`config.mk`:
```
export PLATFORM = sky130hd
export DESIGN_NAME = muldiv_sequencer_flat
export DESIGN_NICKNAME = d
export VERILOG_FILES = /design/src/rtl/muldiv_sequencer_pkg.sv /design/src/rtl/muldiv_sequencer_if.sv /design/src/rtl/muldiv_sequencer_iter_core.sv /design/src/rtl/muldiv_sequencer.sv /design/src/flat_wrapper.sv
export SDC_FILE = /design/constraint.sdc
export NUM_CORES = 1
export LEC_CHECK = 0
export BUFFER_PORTS_ARGS = -buffer_cell sky130_fd_sc_hd__buf_2
export CAP_MARGIN = 40
export CORE_MARGIN = 1
export CORE_UTILIZATION = 55
export CTS_BUF_LIST = sky130_fd_sc_hd__clkbuf_16
export DETAILED_ROUTE_END_ITERATION = 8
export PLACE_DENSITY = 0.78
export SLEW_MARGIN = 40
export SYNTH_ARGS = -nofsm -noshare
export SYNTH_HDL_FRONTEND = slang
export SYNTH_SLANG_ARGS = --single-unit
```
`constraint.sdc`:
```
create_clock -name clock -period 4.2 [get_ports clock]
set_input_delay 0.84 -clock clock [delete_from_list [all_inputs] [get_ports clock]]
set_output_delay 0.84 -clock clock [all_outputs]
set_load 0.02 [all_outputs]
```
`src/rtl/muldiv_sequencer_pkg.sv`:
```
// Shared types for the multi-cycle RV32M multiply/divide sequencer.
package muldiv_sequencer_pkg;

  // Encoding matches RV32M funct3, so bit 2 separates divide from multiply.
  typedef enum logic [2:0] {
    MUL    = 3'd0,
    MULH   = 3'd1,
    MULHSU = 3'd2,
    MULHU  = 3'd3,
    DIV    = 3'd4,
    DIVU   = 3'd5,
    REM    = 3'd6,
    REMU   = 3'd7
  } muldiv_opcode_e;

  typedef enum logic [1:0] {
    IDLE = 2'd0,
    BUSY = 2'd1,
    DONE = 2'd2
  } muldiv_state_e;

  function automatic logic op_a_signed(muldiv_opcode_e op);
    return (op == MULH) || (op == MULHSU) || (op == DIV) || (op == REM);
  endfunction

  function automatic logic op_b_signed(muldiv_opcode_e op);
    return (op == MULH) || (op == DIV) || (op == REM);
  endfunction

endpackage

```
`src/rtl/muldiv_sequencer_if.sv`:
```
// EX-stage handshake between the pipeline and the M-extension sequencer.
interface muldiv_sequencer_if
  import muldiv_sequencer_pkg::*;
#(
  parameter int WIDTH = 32
);
  logic             muldiv_enable_ip;
  muldiv_opcode_e   muldiv_operator_ip;
  logic [WIDTH-1:0] muldiv_operand_a_ip;
  logic [WIDTH-1:0] muldiv_operand_b_ip;
  logic             flush_ip;
  logic             muldiv_stall_op;
  logic [WIDTH-1:0] muldiv_result_op;
  logic             muldiv_valid_op;
  logic             muldiv_busy_op;

  modport master (
    output muldiv_enable_ip, muldiv_operator_ip, muldiv_operand_a_ip,
           muldiv_operand_b_ip, flush_ip,
    input  muldiv_stall_op, muldiv_result_op, muldiv_valid_op, muldiv_busy_op
  );

  modport slave (
    input  muldiv_enable_ip, muldiv_operator_ip, muldiv_operand_a_ip,
           muldiv_operand_b_ip, flush_ip,
    output muldiv_stall_op, muldiv_result_op, muldiv_valid_op, muldiv_busy_op
  );
endinterface

```
`src/rtl/muldiv_sequencer_iter_core.sv`:
```
// Radix-2 iteration datapath: shift-add multiply or restoring divide on
// unsigned magnitudes. hi/lo hold product high/low, or remainder/quotient.
module muldiv_iter_core #(
  parameter int WIDTH = 32
) (
  input  logic             clock,
  input  logic             reset,
  input  logic             step,
  input  logic             load,
  input  logic             is_div,
  input  logic [WIDTH-1:0] mag_a,
  input  logic [WIDTH-1:0] mag_b,
  output logic [WIDTH-1:0] raw_lo,
  output logic [WIDTH-1:0] raw_hi
);
  logic [WIDTH-1:0] hi_q, lo_q, opnd_q;
  logic             is_div_q;
  logic [WIDTH:0]   add_sum, rem_sh, rem_diff;

  // One-step candidates for both algorithms.
  always_comb begin
    add_sum  = {1'b0, hi_q} + {1'b0, (lo_q[0] ? opnd_q : {WIDTH{1'b0}})};
    rem_sh   = {hi_q, lo_q[WIDTH-1]};
    rem_diff = rem_sh - {1'b0, opnd_q};
  end

  // Multiplier (or dividend) sits in lo and is consumed one bit per step.
  always_ff @(posedge clock) begin
    if (!reset) begin
      hi_q     <= '0;
      lo_q     <= '0;
      opnd_q   <= '0;
      is_div_q <= 1'b0;
    end else if (load) begin
      hi_q     <= '0;
      lo_q     <= is_div ? mag_a : mag_b;
      opnd_q   <= is_div ? mag_b : mag_a;
      is_div_q <= is_div;
    end else if (step) begin
      if (is_div_q) begin
        if (!rem_diff[WIDTH]) begin
          hi_q <= rem_diff[WIDTH-1:0];
          lo_q <= {lo_q[WIDTH-2:0], 1'b1};
        end else begin
          hi_q <= rem_sh[WIDTH-1:0];
          lo_q <= {lo_q[WIDTH-2:0], 1'b0};
        end
      end else begin
        hi_q <= add_sum[WIDTH:1];
        lo_q <= {add_sum[0], lo_q[WIDTH-1:1]};
      end
    end
  end

  assign raw_lo = lo_q;
  assign raw_hi = hi_q;
endmodule

```
`src/rtl/muldiv_sequencer.sv`:
```
// Multi-cycle RV32M controller: latches operands at EX, stalls the front end,
// iterates WIDTH cycles and emits a one-cycle result strobe.
module muldiv_sequencer
  import muldiv_sequencer_pkg::*;
#(
  parameter  int WIDTH = 32,
  localparam int CNT_W = $clog2(WIDTH)
) (
  input  logic               clock,
  input  logic               reset,
  muldiv_sequencer_if.slave  bus
);
  muldiv_state_e    state_q, state_d;
  logic [CNT_W-1:0] cnt_q;
  muldiv_opcode_e   op_q;
  logic             sign_a_q, sign_b_q, spec_q;
  logic [WIDTH-1:0] spec_val_q;

  logic             start, sa, sb, spec_hit, b_zero, ovf;
  logic [WIDTH-1:0] a, b, mag_a, mag_b, spec_val, raw_lo, raw_hi;
  logic [WIDTH-1:0] quo, rem, res;
  logic [2*WIDTH-1:0] prod;
  muldiv_opcode_e   op;

  assign op    = bus.muldiv_operator_ip;
  assign a     = bus.muldiv_operand_a_ip;
  assign b     = bus.muldiv_operand_b_ip;
  assign start = (state_q == IDLE) && bus.muldiv_enable_ip && !bus.flush_ip;

  // Operand signs/magnitudes and the divide corner cases resolved at start.
  always_comb begin
    sa       = op_a_signed(op) & a[WIDTH-1];
    sb       = op_b_signed(op) & b[WIDTH-1];
    mag_a    = sa ? -a : a;
    mag_b    = sb ? -b : b;
    b_zero   = (b == '0);
    ovf      = ((op == DIV) || (op == REM)) &&
               (a == {1'b1, {(WIDTH-1){1'b0}}}) && (b == '1);
    spec_hit = (op[2] && b_zero) || ovf;
    spec_val = '0;
    if (op[2] && b_zero) spec_val = op[1] ? a : '1;
    else if (ovf)        spec_val = op[1] ? '0 : a;
  end

  // Next-state logic; flush overrides every transition.
  always_comb begin
    state_d = state_q;
    case (state_q)
      IDLE:    if (start) state_d = spec_hit ? DONE : BUSY;
      BUSY:    if (cnt_q == CNT_W'(WIDTH-1)) state_d = DONE;
      DONE:    state_d = IDLE;
      default: state_d = IDLE;
    endcase
    if (bus.flush_ip) state_d = IDLE;
  end

  // State, iteration counter and the op context captured at start.
  always_ff @(posedge clock) begin
    if (!reset) begin
      state_q    <= IDLE;
      cnt_q      <= '0;
      op_q       <= MUL;
      sign_a_q   <= 1'b0;
      sign_b_q   <= 1'b0;
      spec_q     <= 1'b0;
      spec_val_q <= '0;
    end else begin
      state_q <= state_d;
      if (start) begin
        cnt_q      <= '0;
        op_q       <= op;
        sign_a_q   <= sa;
        sign_b_q   <= sb;
        spec_q     <= spec_hit;
        spec_val_q <= spec_val;
      end else if (state_q == BUSY) begin
        cnt_q <= cnt_q + CNT_W'(1);
      end
    end
  end

  muldiv_iter_core #(.WIDTH(WIDTH)) u_core (
    .clock  (clock),
    .reset  (reset),
    .step   (state_q == BUSY),
    .load   (start),
    .is_div (op[2]),
    .mag_a  (mag_a),
    .mag_b  (mag_b),
    .raw_lo (raw_lo),
    .raw_hi (raw_hi)
  );

  // Sign fix-up and half/quotient/remainder select for the DONE cycle.
  always_comb begin
    prod = {raw_hi, raw_lo};
    if (sign_a_q ^ sign_b_q) prod = -prod;
    quo = (sign_a_q ^ sign_b_q) ? -raw_lo : raw_lo;
    rem = sign_a_q ? -raw_hi : raw_hi;
    res = '0;
    case (op_q)
      MUL:                res = prod[WIDTH-1:0];
      MULH, MULHSU, MULHU: res = prod[2*WIDTH-1:WIDTH];
      DIV, DIVU:          res = quo;
      REM, REMU:          res = rem;
      default:            res = '0;
    endcase
    if (spec_q) res = spec_val_q;
  end

  assign bus.muldiv_valid_op  = (state_q == DONE) && !bus.flush_ip;
  assign bus.muldiv_result_op = bus.muldiv_valid_op ? res : '0;
  assign bus.muldiv_busy_op   = (state_q != IDLE);
  assign bus.muldiv_stall_op  = reset && bus.muldiv_enable_ip &&
                                (state_q != DONE) && !bus.flush_ip;
endmodule

```
`src/flat_wrapper.sv`:
```
// flat-port wrapper written by rule: the top's interface ports become plain ports
module muldiv_sequencer_flat import muldiv_sequencer_pkg::*;
#(
  parameter  int WIDTH = 32,
  localparam int CNT_W = $clog2(WIDTH)
)
  (clock, reset, bus_muldiv_enable_ip, bus_muldiv_operator_ip, bus_muldiv_operand_a_ip, bus_muldiv_operand_b_ip, bus_flush_ip, bus_muldiv_stall_op, bus_muldiv_result_op, bus_muldiv_valid_op, bus_muldiv_busy_op);
  muldiv_sequencer_if #(.WIDTH(WIDTH)) bus_i ();
  input  logic clock;
  input  logic reset;
  input wire logic [$bits(bus_i.muldiv_enable_ip)-1:0] bus_muldiv_enable_ip;
  input wire logic [$bits(bus_i.muldiv_operator_ip)-1:0] bus_muldiv_operator_ip;
  input wire logic [$bits(bus_i.muldiv_operand_a_ip)-1:0] bus_muldiv_operand_a_ip;
  input wire logic [$bits(bus_i.muldiv_operand_b_ip)-1:0] bus_muldiv_operand_b_ip;
  input wire logic [$bits(bus_i.flush_ip)-1:0] bus_flush_ip;
  output wire logic [$bits(bus_i.muldiv_stall_op)-1:0] bus_muldiv_stall_op;
  output wire logic [$bits(bus_i.muldiv_result_op)-1:0] bus_muldiv_result_op;
  output wire logic [$bits(bus_i.muldiv_valid_op)-1:0] bus_muldiv_valid_op;
  output wire logic [$bits(bus_i.muldiv_busy_op)-1:0] bus_muldiv_busy_op;
  assign bus_i.muldiv_enable_ip = bus_muldiv_enable_ip;
  assign bus_i.muldiv_operator_ip = bus_muldiv_operator_ip;
  assign bus_i.muldiv_operand_a_ip = bus_muldiv_operand_a_ip;
  assign bus_i.muldiv_operand_b_ip = bus_muldiv_operand_b_ip;
  assign bus_i.flush_ip = bus_flush_ip;
  assign bus_muldiv_stall_op = bus_i.muldiv_stall_op;
  assign bus_muldiv_result_op = bus_i.muldiv_result_op;
  assign bus_muldiv_valid_op = bus_i.muldiv_valid_op;
  assign bus_muldiv_busy_op = bus_i.muldiv_busy_op;
  muldiv_sequencer #(.WIDTH(WIDTH)) u_core (.clock(clock), .reset(reset), .bus(bus_i));
endmodule
```
### Word level (Yosys, flattened, before mapping)

Index checks and enable logic that the tools add are counted.

| word-level totals | value |
|---|---|
| memories kept | 0 |
| bits of input ports | 71 |
| bits in latches | 0 |
| bits in registers | 142 |
| word-level logic and storage cells | 95 |
| memory bits (read-only) | 0 |
| bits in writable memories | 0 |
| output and inout port bits | 35 |

| operators by class | value |
|---|---|
| multiply operators | 0 |
| bitwise gates (word level) | 4 |
| $add $sub $neg | 8 |
| shifts and indexed selects | 0 |
| multiplexer cells | 25 |
| div/mod/pow operators | 0 |
| reduce and logical (&&, ||, !) cells | 28 |
| $lt $le $gt $ge | 0 |
| equal/unequal tests | 19 |

Operators with widths:

| operator | number |
|---|---|
| 32-bit 2-to-1 mux | 18 |
| 32-bit negation | 4 |
| 32-bit one-hot mux with 4 select lines | 1 |
| 32-bit equality test, second input constant | 2 |
| 64-bit 2-to-1 mux | 1 |
| 64-bit negation | 1 |
| 32-bit by 32-bit adder with 33-bit output | 1 |
| 33-bit by 32-bit subtractor with 33-bit output | 1 |
| 32-bit logical NOT | 1 |
| 3-bit equality test, second input constant | 6 |
| 3-bit by 2-bit equality test with 1-bit output, second input constant | 3 |
| 1-bit logical AND | 9 |
| 2-bit OR reduction | 4 |
| 1-bit logical OR | 7 |
| 3-bit by 1-bit equality test with 1-bit output, second input constant | 2 |
| 2-bit 2-to-1 mux | 3 |
| 5-bit by 1-bit adder with 5-bit output, second input constant | 1 |
| 5-bit equality test, second input constant | 1 |
| 2-bit by 1-bit inequality test with 1-bit output, second input constant | 2 |
| 2-bit one-hot mux with 2 select lines | 1 |
| 2-bit nonzero test | 2 |
| 3-bit logical NOT | 1 |
| 3-bit OR reduction | 1 |
| 1-bit bitwise AND | 2 |
| 9 further kinds | 9 |

### Longest topological paths before layout

| depth | value |
|---|---|
| depth in word-level cells | 8 |
| depth in mapped cells | 16 |
| gate-level depth less buffers | 13 |

### By module

From an unflattened synthesis, not the netlist that was laid out.

| second synthesis, totals | value |
|---|---|
| cells, all modules | 2114 |
| area, all modules | 15583.7 µm² |

Modules (own cells, without submodules):

| module | instances | seq. area each (µm²) | area each (µm²) | cells each |
|---|---|---|---|---|
| muldiv_iter_core | 1 | 1941.9 | 8784.7 | 1094 |
| muldiv_sequencer | 1 | 900.9 | 6799.0 | 1020 |

### Worst setup path before layout

Ideal clock, no wire load.

| path | value |
|---|---|
| kind | reg-to-output |
| start point | register u_core.u_core.hi_q[0], in the netlist u_core.u_core.raw_hi[0] |
| end point | output bus_muldiv_result_op[20] |
| arrival time | 3498 ps |
| required time | 3360 ps |
| cell stages (with the launch flop) | 13 |
| path slack | -138 ps |
| path buffers | 0 |
| cells stage by stage | dfxtp_1 inv_1 ha_1 nor3b_1 nand4_1 or4_1 or2_2 or3_1 nor3_1 nand2b_1 xnor2_1 a221oi_1 a221oi_1 |

| between the ends | value |
|---|---|
| longest elaborated chain between the ends | 5 |
| elaborated cells between the ends (all ways) | 7 |
| classes of those cells | 2 x add/sub; 5 x mux |

RTL lines:

| what | RTL line | source |
|---|---|---|
| start: declaration | muldiv_sequencer_iter_core.sv:16 | `logic [WIDTH-1:0] hi_q, lo_q, opnd_q;` |
| start signal: assignment | muldiv_sequencer_iter_core.sv:42 | `hi_q <= rem_diff[WIDTH-1:0];` |
| start signal: assignment | muldiv_sequencer_iter_core.sv:45 | `hi_q <= rem_sh[WIDTH-1:0];` |
| start signal: assignment | muldiv_sequencer_iter_core.sv:49 | `hi_q <= add_sum[WIDTH:1];` |
| 64-bit negation / 32-bit negation (equally long branches) | muldiv_sequencer.sv:97, muldiv_sequencer.sv:99 |  |
| 64-bit 2-to-1 mux / 32-bit 2-to-1 mux (equally long branches) | muldiv_sequencer.sv:97, muldiv_sequencer.sv:99 |  |
| 32-bit one-hot mux with 4 select lines (*) | muldiv_sequencer.sv:101 | `case (op_q)` |
| 32-bit 2-to-1 mux (*) | muldiv_sequencer.sv:108 | `if (spec_q) res = spec_val_q;` |
| 32-bit 2-to-1 mux (*) | muldiv_sequencer.sv:112 | `assign bus.muldiv_result_op = bus.muldiv_valid_op ? res : '0;` |
| end: declaration | flat_wrapper.sv:17 | `output wire logic [$bits(bus_i.muldiv_result_op)-1:0] bus_muldiv_result_op;` |

Every way passes the cells marked *; elsewhere a longest branch is shown, timed or not.

### Worst setup path after layout

| path | value |
|---|---|
| start point | register u_core.u_core.hi_q[18], in the netlist u_core.u_core.raw_hi[18] |
| end point | output bus_muldiv_result_op[29] |

The elaborated chain is that of the path after synthesis.

==> results.cfg <==
[synthesis]
yosysMostFrequentCell = nor2_1
synth.top_cells.by_area = dfxtp_1 19%, a21oi_1 7.3%, nor2_1 6.8%
yosys.area.top_type = dfxtp_1
ys_top_cells_by_count = 266 x nor2_1, 212 x a21oi_1, 196 x nand2_1, 141 x dfxtp_1, 139 x o21ai_0
ys_seq_area_frac = 0.194
synth_edf_count = 0
async_flop_share = 0
ys_warn_count = 0
syn_avg_cell_area_um2 = 7.01
netlist_area_mm2 = 0.0146
syn_nets = 2224
netlist_instances = 2080
yosysUniqueCellTypes = 78
synth_top_cell_area_share = 0.194
ys.flop_type = dfxtp_1
synth_seq_cells = 141

[setup_path]
arrival_ns = 3.82
ff2ff_setup_slack_ns = 0.11
r2r-start = u_core.u_core.raw_lo[0]
required_ns = 3.36
cp_max_fo = 3
start_kind = flip-flop
critPathLaunch = u_core.u_core.raw_hi[18]
worstSetupEndpointType = output pin
criticalPathCategory = reg2out
reg2reg_depth = 14

[timing]
drv_slew = 0
finalSetupViolCount = 8
tns_ns = -1.94
min_period_over_period = 1.11
fin_crit_ns = 4.66
finalHoldViolations = 0
rsz0062_at_grt = yes
fmaxAchievable_mhz = 214
skew_ns = 0.0144
worst_slew_pin_slew_ns = 0.981
slew_headroom = 0.343
setup_ws_ns = -0.462

[global_route]
grt_pass1_vias = 14400
grt_max_degree = 57
grtUsageTotal = 0.377
antenna_found_initial = 0
grt_pass1_wl_um = 79300
grt.overflow.total = 0

[finish]
diodes = 0
nets = 2310
syn_to_final_growth_pct = 15.9
stdcell_area_mm2 = 0.0169
drive_gt1_frac = 0.182

[route]
ant_nets = 0
wirelength_um = 52000
firstDrtPassIters = 6
via_per_inst = 6.47
drt_iter0_markers = 1818
vias = 16300
drc_errors = 0
avgRoutedWirePerCell_um = 20.7

[clock_network]
cts_max_level = 4
clockRootBuffer = clkbuf_16
cts_buffer_depth = 2
cts_tree = yes
cts_buffers = 17
worstSkewPairLatency_ns = 0.44
clk_pin_slew_ns = 0.06
cts_sinks = 141

[floorplanning]
start_util = 0.560
rows = 59
core_mm2 = 0.0261
die_x_um = 165
dieArea_mm2 = 0.0272
io-pin-count = 106
die_h_um = 165

[power]
finalPower_mw = 4.70
ir_drop_mv = 0.305
p_leak_nw = 6.79
p_seq_frac = 0.310
switchingPower_mw = 1.76
power.internal_mw = 2.94
p_comb_frac = 0.397
pwr-share-clk = 0.292
p_sw_frac = 0.375
p_per_area_mw_per_mm2 = 278

[placement]
hpwl_um = 39100
portBuffers = 105
dpl-instance-area_mm2 = 0.0158
globalplace.congestion = 0.956

[outcome]
status = complete, but fails checks
violations = negative setup slack

[min_path]
holdPathStages = 2
hp-class = reg2reg
hold_start = u_core.spec_val_q[4]

[run]
drv_cap = 0
==> power groups by stage <==
stage               clock network, mW  logic (mW)  registers [mW]
floorplan                           0        1.17            1.46
CTS                              1.38        1.76            1.45
finish                           1.38        1.87            1.46
global route                     1.43        2.01            1.46
global placement                    0        1.65            1.48
detailed placement                  0        1.67            1.48
==> cells by family after synthesis <==
family	count (synthesis)	share of synthesized area
XOR/XNOR	181	0.109
flip-flops	141	0.194
multiplexers	61	0.0425
AO/OA/AOI/OAI	709	0.313
AND/OR/NAND/NOR	690	0.218
adder cells (fa/ha/maj)	74	0.0643
buffers and inverters	224	0.0598
==> what timing repair did <==
action	in CTS	in global routing
gates cloned	0	0
resized for setup	50	67
hold buffers	0	0
setup buffers	9	9
pin swaps	30	49
endpoints found under the setup margin	23	28
==> area by class of cell <==
type / instances / area [um2]
clock buffers: 17 / 425
clock inverters: 12 / 86.3
fillers: 2341 / 9150
inverters: 67 / 251
multi-input cells: 1715 / 11400
flip-flops and latches: 141 / 2830
well taps: 335 / 419
repair buffers: 224 / 1510
==> layout by cell type (no fill, tap or decap), types with 8 or more instances in the layout <==
| master | instances |
|---|---|
| a21oi_1 | 199 |
| dfxtp_1 | 136 |
| a211oi_2 | 9 |
| nand2b_1 | 19 |
| a21boi_0 | 23 |
| o21ai_2 | 30 |
| inv_1 | 68 |
| and2_1 | 18 |
| o21ai_0 | 133 |
| a211oi_1 | 52 |
| nand3_1 | 26 |
| ha_1 | 70 |
| buf_2 | 93 |
| o211ai_1 | 40 |
| nand4_1 | 21 |
| or3_1 | 13 |
| a21oi_2 | 11 |
| nor3_1 | 35 |
| o21a_1 | 33 |
| nor4_1 | 12 |
| a21o_1 | 26 |
| xor2_1 | 79 |
| nand2_1 | 195 |
| buf_4 | 121 |
| mux2i_1 | 53 |
| o221ai_1 | 12 |
| mux2_2 | 8 |
| clkbuf_16 | 17 |
| o22ai_1 | 23 |
| xnor2_1 | 97 |
| nor2b_1 | 11 |
| o31ai_1 | 21 |
| a31oi_1 | 11 |
| nor2_1 | 260 |
==> sequential cells by signal, indices dropped and copies added, names as in the netlist, 2 cells and up <==
name and cells:
u_core.cnt_q 5, u_core.op_q 2, u_core.u_core.opnd_q 32, u_core.u_core.raw_hi 32, u_core.spec_val_q 32, u_core.state_q 2, u_core.u_core.raw_lo 32
==> routing by layer <==
| layer | track usage | vias to the layer above | share of wire |
|---|---|---|---|
| li1 | - | 7672 | - |
| met1 | 0.520 | 7623 | 0.43 |
| met2 | 0.593 | 851 | 0.45 |
| met3 | 0.0442 | 109 | 0.085 |
| met4 | 0.152 | 0 | 0.037 |
| met5 | 0 | - | 0 |
==> critical path, stage by stage (launching register included) <==
cell	delay, ns
dfxtp_1	0.31
or4_4	0.54
or4b_4	0.50
or3_4	0.39
or3_4	0.35
buf_6	0.14
o31ai_4	0.23
xnor2_1	0.09
a222oi_1	0.39
buf_4	0.20
a21oi_1	0.08
buf_4	0.17
==> worst paths after layout <==
check | endpoint
worst max-delay path | bus_muldiv_result_op[29]
worst min register to register | u_core.spec_val_q[4]
worst max register to register | u_core.u_core.raw_hi[29]
worst min-delay path | u_core.spec_val_q[4]
==> stage by stage <==
| step | setup slack, ns | utilization | instances | hold slack, ns |
|---|---|---|---|---|
| 6_report | -0.462 | 0.649 | 2511 | 0.452 |
| 5_1_grt | -0.549 | 0.649 | 2511 | 0.471 |
| 4_1_cts | -0.421 | 0.636 | 2504 | 0.450 |
| 3_5_place_dp | -0.100 | 0.605 | 2468 | 0.436 |
| 3_3_place_gp | -0.0754 | 0.605 | 2468 | 0.430 |
| 2_1_floorplan | 0.0471 | - | 2080 | 0.424 |
(Power assumes the default switching activity.)
